--- src/rtl/common_types_pkg.sv ---
// ---------------------------------------------------------------------------
// common_types_pkg
// Shared types and constants for the pipeline hazard controller.
//   hazard_state_t : halt state machine encoding (RUN / DRAIN / HALTED)
//   F2D..M2W       : pipeline latch indices used for en/flush vectors
//   reg_idx_t      : architectural register index (default 32 registers)
//   unit_id_t      : long-latency unit identifier (default 2 units)
//   unit_w()       : width of a unit id, never narrower than one bit
// ---------------------------------------------------------------------------
package common_types_pkg;

  localparam int DEF_NREGS  = 32;
  localparam int DEF_NUNITS = 2;

  // Pipeline latch indices.
  localparam int F2D = 0;
  localparam int D2E = 1;
  localparam int E2M = 2;
  localparam int M2W = 3;

  typedef enum logic [1:0] {
    RUN    = 2'd0,
    DRAIN  = 2'd1,
    HALTED = 2'd2
  } hazard_state_t;

  typedef logic [$clog2(DEF_NREGS)-1:0]  reg_idx_t;
  typedef logic [$clog2(DEF_NUNITS)-1:0] unit_id_t;

  // A single-unit configuration still needs a one-bit id field.
  function automatic int unit_w(input int n);
    return (n > 1) ? $clog2(n) : 1;
  endfunction

endpackage

--- src/rtl/reg_scoreboard.sv ---
// ---------------------------------------------------------------------------
// reg_scoreboard
// Busy/owner table for registers written by long-latency units.
//   clk, rst_n     : clock, asynchronous active-low reset
//   set_en/rd/unit : mark a register busy and record which unit owns it
//   done, done_rd  : per-unit writeback; clears busy only if the unit owns it
//   rd_a/b/c       : three read ports (busy_a/b/c)
//   any_busy       : at least one register is outstanding
// Register 0 is never marked busy. A set and a clear to the same register in
// the same cycle resolve to busy (the new owner wins).
// ---------------------------------------------------------------------------
module reg_scoreboard #(
  parameter int NREGS  = 32,
  parameter int NUNITS = 2,
  parameter int REG_W  = 5,
  parameter int UNIT_W = 1
) (
  input  logic                    clk,
  input  logic                    rst_n,
  input  logic                    set_en,
  input  logic [REG_W-1:0]        set_rd,
  input  logic [UNIT_W-1:0]       set_unit,
  input  logic [NUNITS-1:0]       done,
  input  logic [NUNITS*REG_W-1:0] done_rd,
  input  logic [REG_W-1:0]        rd_a,
  input  logic [REG_W-1:0]        rd_b,
  input  logic [REG_W-1:0]        rd_c,
  output logic                    busy_a,
  output logic                    busy_b,
  output logic                    busy_c,
  output logic                    any_busy
);

  logic [NREGS-1:0]  busy;
  logic [UNIT_W-1:0] owner [NREGS];
  logic [NREGS-1:0]  set_vec;
  logic [NREGS-1:0]  clr_vec;

  // A writeback from a unit that no longer owns the register is stale
  // (the register was re-issued to another unit) and must be ignored.
  always_comb begin
    clr_vec = '0;
    set_vec = '0;
    for (int r = 0; r < NREGS; r++) begin
      for (int u = 0; u < NUNITS; u++) begin
        if (done[u] && (done_rd[u*REG_W +: REG_W] == REG_W'(r)) &&
            (owner[r] == UNIT_W'(u)))
          clr_vec[r] = 1'b1;
      end
      if (set_en && (set_rd == REG_W'(r)) && (r != 0))
        set_vec[r] = 1'b1;
    end
  end

  always_ff @(posedge clk or negedge rst_n) begin
    if (!rst_n) begin
      busy <= '0;
      for (int r = 0; r < NREGS; r++) owner[r] <= '0;
    end else begin
      for (int r = 0; r < NREGS; r++) begin
        if (set_vec[r]) begin
          busy[r]  <= 1'b1;
          owner[r] <= set_unit;
        end else if (clr_vec[r]) begin
          busy[r]  <= 1'b0;
        end
      end
    end
  end

  assign busy_a   = busy[rd_a];
  assign busy_b   = busy[rd_b];
  assign busy_c   = busy[rd_c];
  assign any_busy = |busy;

endmodule

--- src/rtl/scoreboard_hazard_unit.sv ---
// ---------------------------------------------------------------------------
// scoreboard_hazard_unit
// Pipeline hazard controller with a registered scoreboard for long-latency
// units, deferred branch flush and a halt/drain state machine.
//   CLK, nRST            : clock, asynchronous active-low reset
//   ihit, dhit           : instruction / data cache hit
//   dread, dwrite        : MEM-stage data requests
//   branch               : MEM-stage redirect pulse
//   halt                 : halt instruction reached MEM
//   d2e_dread, d2e_rd    : load in EX and its destination
//   dec_rs1/rs2/rd       : operands of the decode instruction
//   issue_valid/unit     : decode instruction targets a long-latency unit
//   unit_busy            : unit cannot accept a new operation
//   done, done_rd        : per-unit writeback
//   en, flush            : per-latch enable and bubble-insert
//   halt_done            : pipeline drained and frozen
//   stall_cycles         : saturating count of cycles with en[0]=0
// ---------------------------------------------------------------------------
module scoreboard_hazard_unit
  import common_types_pkg::*;
#(
  parameter int NLATCH = 4,
  parameter int NUNITS = 2,
  parameter int NREGS  = 32,
  parameter int CNT_W  = 32,
  parameter int REG_W  = $clog2(NREGS),
  parameter int UNIT_W = unit_w(NUNITS)
) (
  input  logic                    CLK,
  input  logic                    nRST,
  input  logic                    ihit,
  input  logic                    dhit,
  input  logic                    dread,
  input  logic                    dwrite,
  input  logic                    branch,
  input  logic                    halt,
  input  logic                    d2e_dread,
  input  logic [REG_W-1:0]        d2e_rd,
  input  logic [REG_W-1:0]        dec_rs1,
  input  logic [REG_W-1:0]        dec_rs2,
  input  logic [REG_W-1:0]        dec_rd,
  input  logic                    issue_valid,
  input  logic [UNIT_W-1:0]       issue_unit,
  input  logic [NUNITS-1:0]       unit_busy,
  input  logic [NUNITS-1:0]       done,
  input  logic [NUNITS*REG_W-1:0] done_rd,
  output logic [NLATCH-1:0]       en,
  output logic [NLATCH-1:0]       flush,
  output logic                    halt_done,
  output logic [CNT_W-1:0]        stall_cycles
);

  hazard_state_t state;
  logic          branch_pend;
  logic          branch_eff;
  logic          busy_rs1, busy_rs2, busy_rd, any_busy;
  logic          load_use;
  logic          sb_hazard;
  logic          issue_acc;
  logic          mem_req;

  assign branch_eff = branch | branch_pend;
  assign mem_req    = dread | dwrite;
  assign load_use   = d2e_dread && (d2e_rd != '0) &&
                      ((d2e_rd == dec_rs1) || (d2e_rd == dec_rs2));
  assign sb_hazard  = busy_rs1 | busy_rs2 | busy_rd |
                      (issue_valid & unit_busy[issue_unit]);
  assign issue_acc  = issue_valid & en[D2E] & ~flush[D2E];
  assign halt_done  = (state == HALTED);

  reg_scoreboard #(
    .NREGS  (NREGS),
    .NUNITS (NUNITS),
    .REG_W  (REG_W),
    .UNIT_W (UNIT_W)
  ) u_sb (
    .clk      (CLK),
    .rst_n    (nRST),
    .set_en   (issue_acc),
    .set_rd   (dec_rd),
    .set_unit (issue_unit),
    .done     (done),
    .done_rd  (done_rd),
    .rd_a     (dec_rs1),
    .rd_b     (dec_rs2),
    .rd_c     (dec_rd),
    .busy_a   (busy_rs1),
    .busy_b   (busy_rs2),
    .busy_c   (busy_rd),
    .any_busy (any_busy)
  );

  // Priority stall/flush decode; a taken redirect suppresses the decode-side
  // stalls because the decode instruction is about to be squashed anyway.
  always_comb begin
    en    = '1;
    flush = '0;
    if (state == HALTED) begin
      en = '0;
    end else if (mem_req && !dhit) begin
      en = '0;
    end else if (!mem_req && !ihit) begin
      en = '0;
    end else if (!ihit && !branch_eff) begin
      en[D2E:F2D]  = '0;
      flush[D2E]   = 1'b1;
    end else if (!branch_eff && load_use) begin
      en[D2E:F2D]  = '0;
      flush[D2E]   = 1'b1;
    end else if (!branch_eff && sb_hazard) begin
      en[D2E:F2D]  = '0;
      flush[D2E]   = 1'b1;
    end

    // While draining, hold fetch and keep bubbles flowing into EX.
    if (state == DRAIN) begin
      en[F2D]    = 1'b0;
      flush[D2E] = 1'b1;
    end

    if (branch_eff && ihit)
      flush[NLATCH-2:0] = '1;
  end

  // Control state: deferred branch, halt FSM, stall counter.
  always_ff @(posedge CLK or negedge nRST) begin
    if (!nRST) begin
      branch_pend  <= 1'b0;
      state        <= RUN;
      stall_cycles <= '0;
    end else begin
      if (branch_eff && ihit)
        branch_pend <= 1'b0;
      else if (branch && !ihit)
        branch_pend <= 1'b1;

      case (state)
        RUN:     if (halt) state <= DRAIN;
        DRAIN:   if (!any_busy && !mem_req) state <= HALTED;
        HALTED:  state <= HALTED;
        default: state <= RUN;
      endcase

      if (!en[F2D] && (stall_cycles != '1))
        stall_cycles <= stall_cycles + CNT_W'(1);
    end
  end

endmodule

--- config.mk ---
export PLATFORM = sky130hd
export DESIGN_NAME = scoreboard_hazard_unit
export DESIGN_NICKNAME = d
export VERILOG_FILES = /design/src/rtl/common_types_pkg.sv /design/src/rtl/reg_scoreboard.sv /design/src/rtl/scoreboard_hazard_unit.sv
export SDC_FILE = /design/constraint.sdc
export NUM_CORES = 1
export LEC_CHECK = 0
export CORE_ASPECT_RATIO = 1.4
export CORE_MARGIN = 2
export CORE_UTILIZATION = 49
export CTS_BUF_LIST = sky130_fd_sc_hd__clkbuf_16
export DETAILED_ROUTE_END_ITERATION = 7
export PLACE_DENSITY_LB_ADDON = 0.05
export REMOVE_ABC_BUFFERS = 1
export SLEW_MARGIN = 10
export SYNTH_ARGS = -nofsm -noshare
export SYNTH_HDL_FRONTEND = slang
export SYNTH_SLANG_ARGS = --single-unit
--- constraint.sdc ---
create_clock -name CLK -period 6.9 [get_ports CLK]
set_input_delay 0.69 -clock CLK [delete_from_list [all_inputs] [get_ports CLK]]
set_output_delay 0.69 -clock CLK [all_outputs]
set_load 0.03 [all_outputs]
==> flow_summary.toml <==
[sta]
setup_viol = 0
max_freq_mhz = 192
fin_crit_ns = 5.22
slew_headroom = 0.358
final.setup.tns_ns = 0
slew_viol_final = 0
worstMarginPinSlew_ns = 0.962
hold_viol = 0
rsz0062_at_grt = "false"
clock_skew_ns = 0.00695
period_share = 0.756

[final_layout]
fin_cells = 782
antenna_cells = 0
finish.instance_area_sq_mm = 0.00690
final_nets = 684
final_core_util = 0.609
areaGrowthSynthToFinish_pct = 20.5
drive_above_1_share = 0.125

[cts]
cts_buffer_depth = 2
numCtsBuffers = 9
holdBufCountCts = 0
cts.repair.resized = 0
cts_setup_buffers = 0
insertion_delay_ns = 0.34
clockRootBuffer = "clkbuf_16"
cts_tree = "yes"
cts_max_level = 3
clk_pin_slew_worst_paths_ns = 0.06
cts_sinks = 97

[route]
vias_per_cell = 6.29
wl_per_cell_um = 21.2
drt_iter0_markers = 365
drc = 0
ant_nets = 0
drt_pass1_iterations = 5
wl_um = 16600
via_count = 4920

[logic_synthesis]
synth_cell_types = 56
synth-edff-count = 0
postSynthCellCount = 563
ys_seq_area_frac = 0.424
synth_top_area_frac = 0.424
ys_seq_elements = 97
yosysMostFrequentCell = "dfrtp_1"
yosysWarnings = 0
avgSynthCellArea_sq_um = 10.2
ys_top_cells_by_count = "97 x dfrtp_1, 86 x nand2_1, 60 x nand3_1, 38 x mux2_2, 34 x nor2_1"
async_flop_share = 1.00
synth_top_cell_by_area = "dfrtp_1"
synthFlopType = "dfrtp_1"
yosys-top-cells-area = "dfrtp_1 42%, mux2_2 7.5%, nand2_1 5.6%, nand3_1 5.2%, mux4_2 5.1%"
synth_area_sq_mm = 0.00573

[critical_path]
setup.worst_path.start_class = "primary input"
r2r_slack_ns = 3.44
cp_top_family = "buffers and inverters"
slowest_stage = "clkdlybuf4s50_1"
crit_chain = "clkdlybuf4s50_1, mux2_2, a221oi_1, a2111oi_0, nor4_1, o211ai_2, o21ai_0, and2_1, clkdlybuf4s50_1"
critPathKind = "primary input to output port"
r2r.worst_path.cells = 9
crit_fanout = 14
cp_data_required_time_ns = 6.21
slowest_delay_ns = 0.83
arrival_ns = 4.53
cp.depth = 9
crit_path_end_kind = "output port"
crit_buf_inv = 2
timing.critical_path.mode_cell = "clkdlybuf4s50_1"

[global_routing]
first_global_vias = 5001
antenna_found_initial = 0
grt_usage = 0.273
grt_max_degree = 63
overflow = 0
grt_pass1_wl_um = 26300

[die]
initial_core_util = 0.505
rows = 46
ios = 86
dieArea_sq_mm = 0.0126
die_w_um = 95.4
core_sq_mm = 0.0113
die_h_um = 132

[placed_design]
hpwl_um = 12300
portBuffers = 84
place_area_sq_mm = 0.00663
dp_cells = 768
place.gp.congestion = 0.918

[power_and_ir_drop]
p_total_w = 0.00165
static-leakage-power_nw = 3.05
ir_worst_vdd_mv = 0.190
power_density_mw_per_mm2 = 239

[run_status]
status = "finished, final reports clean"

[min_path]
min_path_type = "primary input to async pin"

[flow_run]
drv_cap = 0
==> per-stage QoR <==
step,setup WS [ns],hold WS (ns)
after detailed placement,1.72,0.473
after global routing,1.39,0.339
final,1.68,0.293
after floorplan,3.49,0.394
after global placement,1.77,0.470
after CTS,1.69,0.306
==> state kept, by name, summed over array words and instances, names as in the netlist <==
| register | cells |
|---|---|
| state | 2 |
| stall_cycles | 32 |
| u_sb.owner | 31 |
| u_sb.busy | 31 |
| branch_pend | 1 |
==> cells in the final DEF, fill, tap and decap left out, types with 5 or more instances in the layout <==
cell type	synthesis	routed
mux2_2	38	38
inv_1	8	10
nand2b_1	11	11
nand3_1	60	60
xor2_1	9	9
o21ai_0	8	8
nand4_1	11	11
xnor2_1	32	32
mux4_1	5	5
nor2b_1	11	11
nor2_1	34	34
nor4_1	9	9
mux4_2	13	13
and3_1	13	13
nor3_1	8	8
clkbuf_16	0	9
nand2_1	86	86
o311ai_0	31	31
clkdlybuf4s50_1	0	83
and2_1	5	5
dfrtp_1	97	97
a21oi_1	6	6
==> worst register-to-register path: cells and delay by family, from the launching register on <==
| family | cells | cell delay, ns |
|---|---|---|
| compound gates | 2 | 0.63 |
| flops | 1 | 0.48 |
| mux | 2 | 0.81 |
| simple gates | 5 | 1.42 |
==> cell families after synthesis <==
logic type,after synthesis,share of synthesized area
compound gates,61,0.0843
flops,97,0.424
mux,63,0.163
buf+inv,34,0.0301
simple gates,262,0.227
xor+xnor,41,0.0627
other cells,1,0.000655
fa+ha+maj,4,0.00874
==> per-layer routing <==
| metal | part of all wire | GRT usage | vias up |
|---|---|---|---|
| met4 | 0.051 | 0.148 | 0 |
| li1 | - | - | 2207 |
| met3 | 0.073 | 0.0652 | 62 |
| met2 | 0.48 | 0.435 | 238 |
| met5 | 0 | 0 | - |
| met1 | 0.40 | 0.336 | 2413 |
==> report_power, final <==
part / switching, W / internal [W]
Sequential: 0.0000836 / 0.000636
Clock: 0.000203 / 0.000274
Combinational: 0.000244 / 0.000208
Total: 0.000531 / 0.00112
==> layout make-up <==
| class | instances | area [sq um] |
|---|---|---|
| fillers | 972 | 4440 |
| multi-input cells | 432 | 3130 |
| flip-flops and latches | 97 | 2430 |
| repair buffers | 87 | 861 |
| clock buffers | 9 | 225 |
| well taps | 144 | 180 |
| clock inverters | 5 | 50.0 |
| inverters | 8 | 30.0 |
==> final timing paths <==
path                                              start                      endpoint
setup / recovery                             dec_rs1[2]                         en[0]
hold / removal                                     nRST     u_sb.busy[29]$_DFFE_PN0P_
setup reg to reg               u_sb.busy[6]$_DFFE_PN0P_    u_sb.owner[21]$_DFFE_PN0P_
hold reg to reg            stall_cycles[28]$_DFFE_PN0P_  stall_cycles[28]$_DFFE_PN0P_
max in group asynchronous                          nRST  stall_cycles[29]$_DFFE_PN0P_
min in group CLK           stall_cycles[28]$_DFFE_PN0P_  stall_cycles[28]$_DFFE_PN0P_
(Power assumes the default switching activity.)
